--- config.mk ---
export PLATFORM = sky130hd
export DESIGN_NAME = uart_apb_arbiter
export DESIGN_NICKNAME = d
export VERILOG_FILES = /design/src/rtl/uart_apb_arbiter.sv
export SDC_FILE = /design/constraint.sdc
export NUM_CORES = 1
export LEC_CHECK = 0
export ABC_AREA = 1
export CORE_ASPECT_RATIO = 1.4
export CORE_MARGIN = 5
export CORE_UTILIZATION = 35
export CTS_BUF_LIST = sky130_fd_sc_hd__clkbuf_4 sky130_fd_sc_hd__clkbuf_8 sky130_fd_sc_hd__clkbuf_16
export CTS_CLUSTER_DIAMETER = 50
export DETAILED_ROUTE_END_ITERATION = 12
export GPL_TIMING_DRIVEN = 0
export PLACE_DENSITY = 0.81
export SYNTH_ARGS = -nofsm -noshare
export SYNTH_HDL_FRONTEND = slang
export SYNTH_SLANG_ARGS = --single-unit
--- constraint.sdc ---
create_clock -name clk -period 1.45 [get_ports clk]
set_clock_uncertainty 0.1 [all_clocks]
set_input_delay 0.29 -clock clk [delete_from_list [all_inputs] [get_ports clk]]
set_output_delay 0.29 -clock clk [all_outputs]
set_load 0.005 [all_outputs]
--- src/rtl/uart_apb_arbiter.sv ---
// Two-requester APB arbiter in front of the UART controller's APB slave port.
// Round-robin grant, one downstream transfer per request, optional ACCESS timeout.
module uart_apb_arbiter #(
  parameter logic [15:0] TIMEOUT = 16'd0
) (
  input  logic        clk,
  input  logic        reset_n,
  input  logic [1:0]  s_PSEL,
  input  logic [1:0]  s_PENABLE,
  input  logic [1:0]  s_PWRITE,
  input  logic [7:0]  s_PADDR,
  input  logic [63:0] s_PWDATA,
  output logic [1:0]  s_PREADY,
  output logic [1:0]  s_PSLVERR,
  output logic [31:0] s_PRDATA,
  output logic        m_PSEL,
  output logic        m_PENABLE,
  output logic        m_PWRITE,
  output logic [3:0]  m_PADDR,
  output logic [31:0] m_PWDATA,
  input  logic        m_PREADY,
  input  logic [31:0] m_PRDATA
);

  localparam int unsigned AW = 4;
  localparam int unsigned DW = 32;
  localparam int unsigned CW = 16;
  localparam logic [CW-1:0] TO_LAST = TIMEOUT - CW'(1);

  typedef enum logic [1:0] {IDLE, SETUP, ACCESS} state_t;

  state_t        state, state_nx;
  logic          grant, grant_nx;
  logic          last_g, last_g_nx;
  logic [CW-1:0] wait_cnt, wait_cnt_nx;
  logic          psel_nx, penable_nx, pwrite_nx;
  logic [AW-1:0] paddr_nx;
  logic [DW-1:0] pwdata_nx;
  logic          win;
  logic          timeout_hit;

  // Grant is decided on PSEL alone, so the requesters' enable phase carries no information here.
  logic unused_penable;
  assign unused_penable = ^s_PENABLE;

  // State and registered downstream APB signals
  always_ff @(posedge clk or negedge reset_n) begin
    if (!reset_n) begin
      state     <= IDLE;
      grant     <= 1'b0;
      last_g    <= 1'b1;
      wait_cnt  <= '0;
      m_PSEL    <= 1'b0;
      m_PENABLE <= 1'b0;
      m_PWRITE  <= 1'b0;
      m_PADDR   <= '0;
      m_PWDATA  <= '0;
    end else begin
      state     <= state_nx;
      grant     <= grant_nx;
      last_g    <= last_g_nx;
      wait_cnt  <= wait_cnt_nx;
      m_PSEL    <= psel_nx;
      m_PENABLE <= penable_nx;
      m_PWRITE  <= pwrite_nx;
      m_PADDR   <= paddr_nx;
      m_PWDATA  <= pwdata_nx;
    end
  end

  // Next state, arbitration and the combinational requester-side response
  always_comb begin
    state_nx    = state;
    grant_nx    = grant;
    last_g_nx   = last_g;
    wait_cnt_nx = wait_cnt;
    psel_nx     = m_PSEL;
    penable_nx  = m_PENABLE;
    pwrite_nx   = m_PWRITE;
    paddr_nx    = m_PADDR;
    pwdata_nx   = m_PWDATA;
    s_PREADY    = '0;
    s_PSLVERR   = '0;
    s_PRDATA    = '0;
    win         = 1'b0;
    timeout_hit = 1'b0;

    unique case (state)
      IDLE: begin
        if (|s_PSEL) begin
          // On a tie the requester not served last wins
          win       = (&s_PSEL) ? ~last_g : s_PSEL[1];
          grant_nx  = win;
          pwrite_nx = s_PWRITE[win];
          paddr_nx  = win ? s_PADDR[AW +: AW] : s_PADDR[0 +: AW];
          pwdata_nx = win ? s_PWDATA[DW +: DW] : s_PWDATA[0 +: DW];
          psel_nx   = 1'b1;
          state_nx  = SETUP;
        end
      end
      SETUP: begin
        penable_nx  = 1'b1;
        wait_cnt_nx = '0;
        state_nx    = ACCESS;
      end
      ACCESS: begin
        timeout_hit      = (TIMEOUT != '0) && !m_PREADY && (wait_cnt == TO_LAST);
        s_PREADY[grant]  = m_PREADY | timeout_hit;
        s_PSLVERR[grant] = timeout_hit;
        s_PRDATA         = timeout_hit ? '0 : m_PRDATA;
        if (m_PREADY || timeout_hit) begin
          last_g_nx  = grant;
          psel_nx    = 1'b0;
          penable_nx = 1'b0;
          state_nx   = IDLE;
        end else if (wait_cnt != '1) begin
          wait_cnt_nx = wait_cnt + CW'(1);
        end
      end
      default: state_nx = IDLE;
    endcase
  end

endmodule

## Word level (Yosys, flattened, before mapping)

Index checks and enable logic that the tools add are counted.

| operators by class | value |
|---|---|
| add/subtract/negate cells | 0 |
| multiply operators | 0 |
| divide/modulo/power cells | 0 |
| $lt $le $gt $ge | 3 |
| equality and inequality tests | 4 |
| shift-type cells | 0 |
| muxes and demuxes | 16 |
| bitwise gates (word level) | 2 |
| reduce and logical (&&, ||, !) cells | 11 |

Operators with widths:

| cell | number |
|---|---|
| $mux W32 | 2 |
| $reduce_and A2 Y1 | 5 |
| $mux W1 | 6 |
| $mux W2 | 3 |
| $pmux W2 S3 | 1 |
| $lt A1 B2 Y1 const B | 2 |
| $mux W4 | 1 |
| $ne A2 B2 Y1 const B | 2 |
| $pmux W1 S2 | 2 |
| $reduce_bool A2 Y1 | 2 |
| $reduce_and A3 Y1 | 1 |
| $and A2 B2 Y2 | 1 |
| $eq A2 B1 Y1 const B | 1 |
| $eq A2 B2 Y1 const B | 1 |
| $logic_not A2 Y1 | 1 |
| $reduce_or A2 Y1 | 1 |
| $demux W1 S1 | 1 |
| $ge A1 B1 Y1 const B | 1 |
| $logic_and A1 B1 Y1 | 1 |
| $not A1 Y1 | 1 |

| word-level totals | value |
|---|---|
| register bits after elaboration | 43 |
| bits in latches | 0 |
| bits in writable memories | 0 |
| ROM bits | 0 |
| input port bits | 113 |
| output and inout port bits | 75 |
| logic and storage cells | 44 |
| memories kept | 0 |

## Longest topological paths before layout

| logic depth | value |
|---|---|
| word-level depth | 6 |
| gate-level depth with buffers | 7 |
| mapped depth without buffers | 5 |

## Worst setup path after synthesis

Ideal clock, no wire load.

| timing path | value |
|---|---|
| kind | flip-flop to flip-flop |
| start point | register last_g |
| end point | register m_PADDR[3] |
| setup time | 117 ps |
| arrival time | 1,088 ps |
| data required time | 1,233 ps |
| path slack | 145 ps |
| stages on the path, launching flop included | 8 |
| buffers on the path | 2 |
| clock period less this slack | 1,305 ps |
| cell sequence | dfstp_2 > nand2_1 > nand2_1 > buf_4 > buf_2 > nand2_1 > nand3_1 > nand2_1 |

| on the way | value |
|---|---|
| longest elaborated chain between the ends | 3 |

Ends and longest elaborated chain:

| item | RTL line | source |
|---|---|---|
| start, declared | 34 | `logic last_g, last_g_nx;` |
| start signal, assigned | 61 | `last_g <= last_g_nx;` |
| $not A1 Y1 | 92 | `win = (&s_PSEL) ? ~last_g : s_PSEL[1];` |
| $mux W1 | 92 |  |
| $mux W4 | 95 | `paddr_nx = win ? s_PADDR[AW +: AW] : s_PADDR[0 +: AW];` |
| end signal, assigned | 66 | `m_PADDR <= paddr_nx;` |
| end, declared | 19 | `output logic [3:0] m_PADDR,` |

No other way between the ends.
A chain may end at the register's enable or synchronous reset.

## Final worst setup path

| timing path | value |
|---|---|
| start point | register state[0] |
| end point | output s_PRDATA[11] |

| on the way | value |
|---|---|
| longest elaborated chain between the ends | 2 |

Ends and longest elaborated chain:

| item | RTL line | source |
|---|---|---|
| start, declared | 32 | `state_t state, state_nx;` |
| start signal, assigned | 59 | `state <= state_nx;` |
| $eq A2 B2 Y1 | 88 | `unique case (state)` |
| $mux W32 | 88 |  |
| end, declared | 15 | `output logic [31:0] s_PRDATA,` |

No other way between the ends.

==> results.yml <==
critical_path:
  critPathArrivalTime_ps: 1270
  r2r-start: "state[0]"
  crit_required_ps: 1060
  end_kind: "output pin"
  critPathCapture: "s_PRDATA[11]"
  startpoint: "state[0]"
  reg2reg_setup_slack_ps: -180
  rr_worst_depth: 10
  crit_type: "reg -> out"
  path_max_fanout: 7
  timing.rr.end: "m_PWDATA[15]"
  startpoint_type: "register"
outcome:
  status: "finished, violations left"
  failed_checks: "setup timing"
final_layout:
  drive_gt1_share_pct: 20.73
  area_growth_pct: 90.29
  layout.cells.most_common_list: "119 x nand2_1, 108 x clkdlybuf4s50_1, 106 x inv_1"
  nNetsFinal: 744
  final_common_cell: "nand2_1"
  fill_cells: 633
  diodes: 0
  fin_cells: 729
placed_design:
  place_inst: 698
  port_buffers: 183
  gp_congestion: 0.8128
  hpwl_mm: 7.584
  pre_cts_ws_ps: -536.1
job:
  maxCapViolations: 0
pwr:
  netSwitchingFraction_pct: 38.88
  pwr-share-comb_pct: 60.2
  p_seq_share_pct: 28.5
  ir_drop_mv: 0.6829
  power_switching_uw: 2944
  intPower_uw: 4627
  total_power_uw: 7572
  power_density_nw_per_um2: 1513
  clockPowerShare_pct: 11.3
  total_leakage_power_uw: 0.002857
routing:
  vias: 3290
  detail-route-antenna-nets: 0
  routedWlPerCell_um: 14.19
  drt_iter0_markers: 122
  totalWireLength_mm: 10.35
  drt_pass1_iterations: 4
  vias_per_cell: 4.513
  drc: 0
timing:
  fmax_ghz: 0.6027
  setup_violations: 71
  slew_viol_final: 0
  grt_setup_unrepaired: "true"
  period_needed_ps: 1659
  setup_ws_ps: -209.2
  hold_violations: 0
  fin_crit_sh_pct: 114.4
global_routing:
  antenna_found_initial: 0
  first_global_vias: 3270
  grt_start_max_net_pins: 27
  grt_util_all_layers_pct: 21.02
  grt_pass1_wl_mm: 16.33
  grt_overflow_total: 0
die:
  io-pin-count: 188
  die_w_um: 83.26
  die_y_um: 112.6
  initial_core_util_pct: 35.73
  die_area_um2: 9372
  core_area_um2: 7361
  num_rows: 37
clock_tree:
  clock-sinks: 43
  clk_latency_ps: 280
  cts_buffers: 5
  clkTransAtPathRegs_ps: 80
  ctsHtreeMaxLevel: 2
  clock_path_buffers: 2
  root_buffer: "clkbuf_8"
  cts_tree: "yes"
synth:
  synth_top_area_cell: "dfrtp_1"
  ys_warn_count: 0
  synth_area_um2: 2630
  synth-seq-area-share_pct: 40.96
  synthTopCellsByArea: "dfrtp_1 40%, nand2_1 17%, inv_1 15%"
  syn_avg_cell_area_um2: 6.322
  synthCells: 416
  ys_seq_elements: 43
  post-synth-top-area-fraction_pct: 39.96
  ys_types: 14
min_path:
  hold_class: "in -> reg"
## Yosys cell counts
cell type  count
dfrtp_1       42
buf_4          4
buf_2         18
inv_1        107
o21ai_1        1
nor2_1        37
dfstp_2        1
nand3_1       76
buf_6          2
conb_1         1
clkbuf_1       1
nand2_1      122
inv_2          1
o21ai_0        3
## worst max-delay path, stage by stage, from the launching register on
cell and delay, ps:
dfrtp_1 400, inv_2 130, nand2_8 100, buf_6 150, nor2_1 80, buf_2 130
## per-layer routing
layer / vias to the layer above / global-route usage (%) / part of all wire, %
li1: 1626 / - / -
met1: 1519 / 22.89 / 38
met2: 130 / 39.88 / 54
met3: 15 / 4.479 / 6.1
met4: 0 / 6.979 / 1.9
met5: - / 0 / 0
## through the flow
step / setup TNS [ps] / cell area (µm²) / hold slack [ps] / utilization, %
after detailed placement: -26320 / 4602 / 168.2 / 62.52
after global placement: -76800 / 4587 / 360.1 / 62.32
after CTS: -5492 / 4723 / 291.5 / 64.17
after floorplan: 0 / 2634 / -105.6 / -
final: -10460 / 5005 / 320.5 / 67.99
after global routing: -14890 / 5005 / 346.2 / 67.99
## registers in the layout, indices dropped and copies added (netlist names)
register,count
state,2
last_g,1
m_PADDR,4
grant,1
m_PENABLE,1
m_PSEL,1
m_PWRITE,1
m_PWDATA,32
## power by group through the flow
stage                     combinational, µW  clock, µW  sequential (µW)
after detailed placement               4050          0             2160
after global routing                   5000        927             2250
after floorplan                        1620          0             2190
final                                  4560        856             2160
after CTS                              3990        873             2140
after global placement                 3950          0             2150
## kinds of logic after synthesis
| group | count (synthesis) | synth area share [%] |
|---|---|---|
| and+or+nand+nor | 235 | 37.15 |
| buffers and inverters | 133 | 20.98 |
| DFF | 43 | 40.96 |
| AOI/OAI and AO/OA | 4 | 0.7608 |
| other | 1 | 0.1426 |
## cell type report
| type | count | area, µm² | area share (%) |
|---|---|---|---|
| inverters | 108 | 405.4 | 8.100 |
| well taps | 97 | 121.4 | 2.425 |
| plain buffers | 25 | 231.5 | 4.625 |
| clock buffers | 8 | 103.9 | 2.075 |
| repair buffers | 207 | 1883 | 37.63 |
| flip-flops and latches | 43 | 1079 | 21.55 |
| multi-input cells | 241 | 1181 | 23.60 |
## worst min-delay path by stage
stage	start	endpoint	slack [ps]	cells after the start
finish	m_PREADY	state[1]	320	2
global route	m_PREADY	state[1]	350	2
CTS	m_PREADY	state[1]	290	2
detailed placement	reset_n	m_PWDATA[12]	170	1
global placement	m_PSEL	m_PSEL	360	2
floorplan	reset_n	grant	-110	0
## repair_timing
action                                  CTS  global route
setup buffers                            13             5
gates resized for setup                 217            58
hold endpoints to repair                 17             0
gates cloned                              3             2
hold buffers                              1             0
pin swaps                                 2             5
endpoints found under the setup margin  103            73
(Power assumes the default switching activity.)
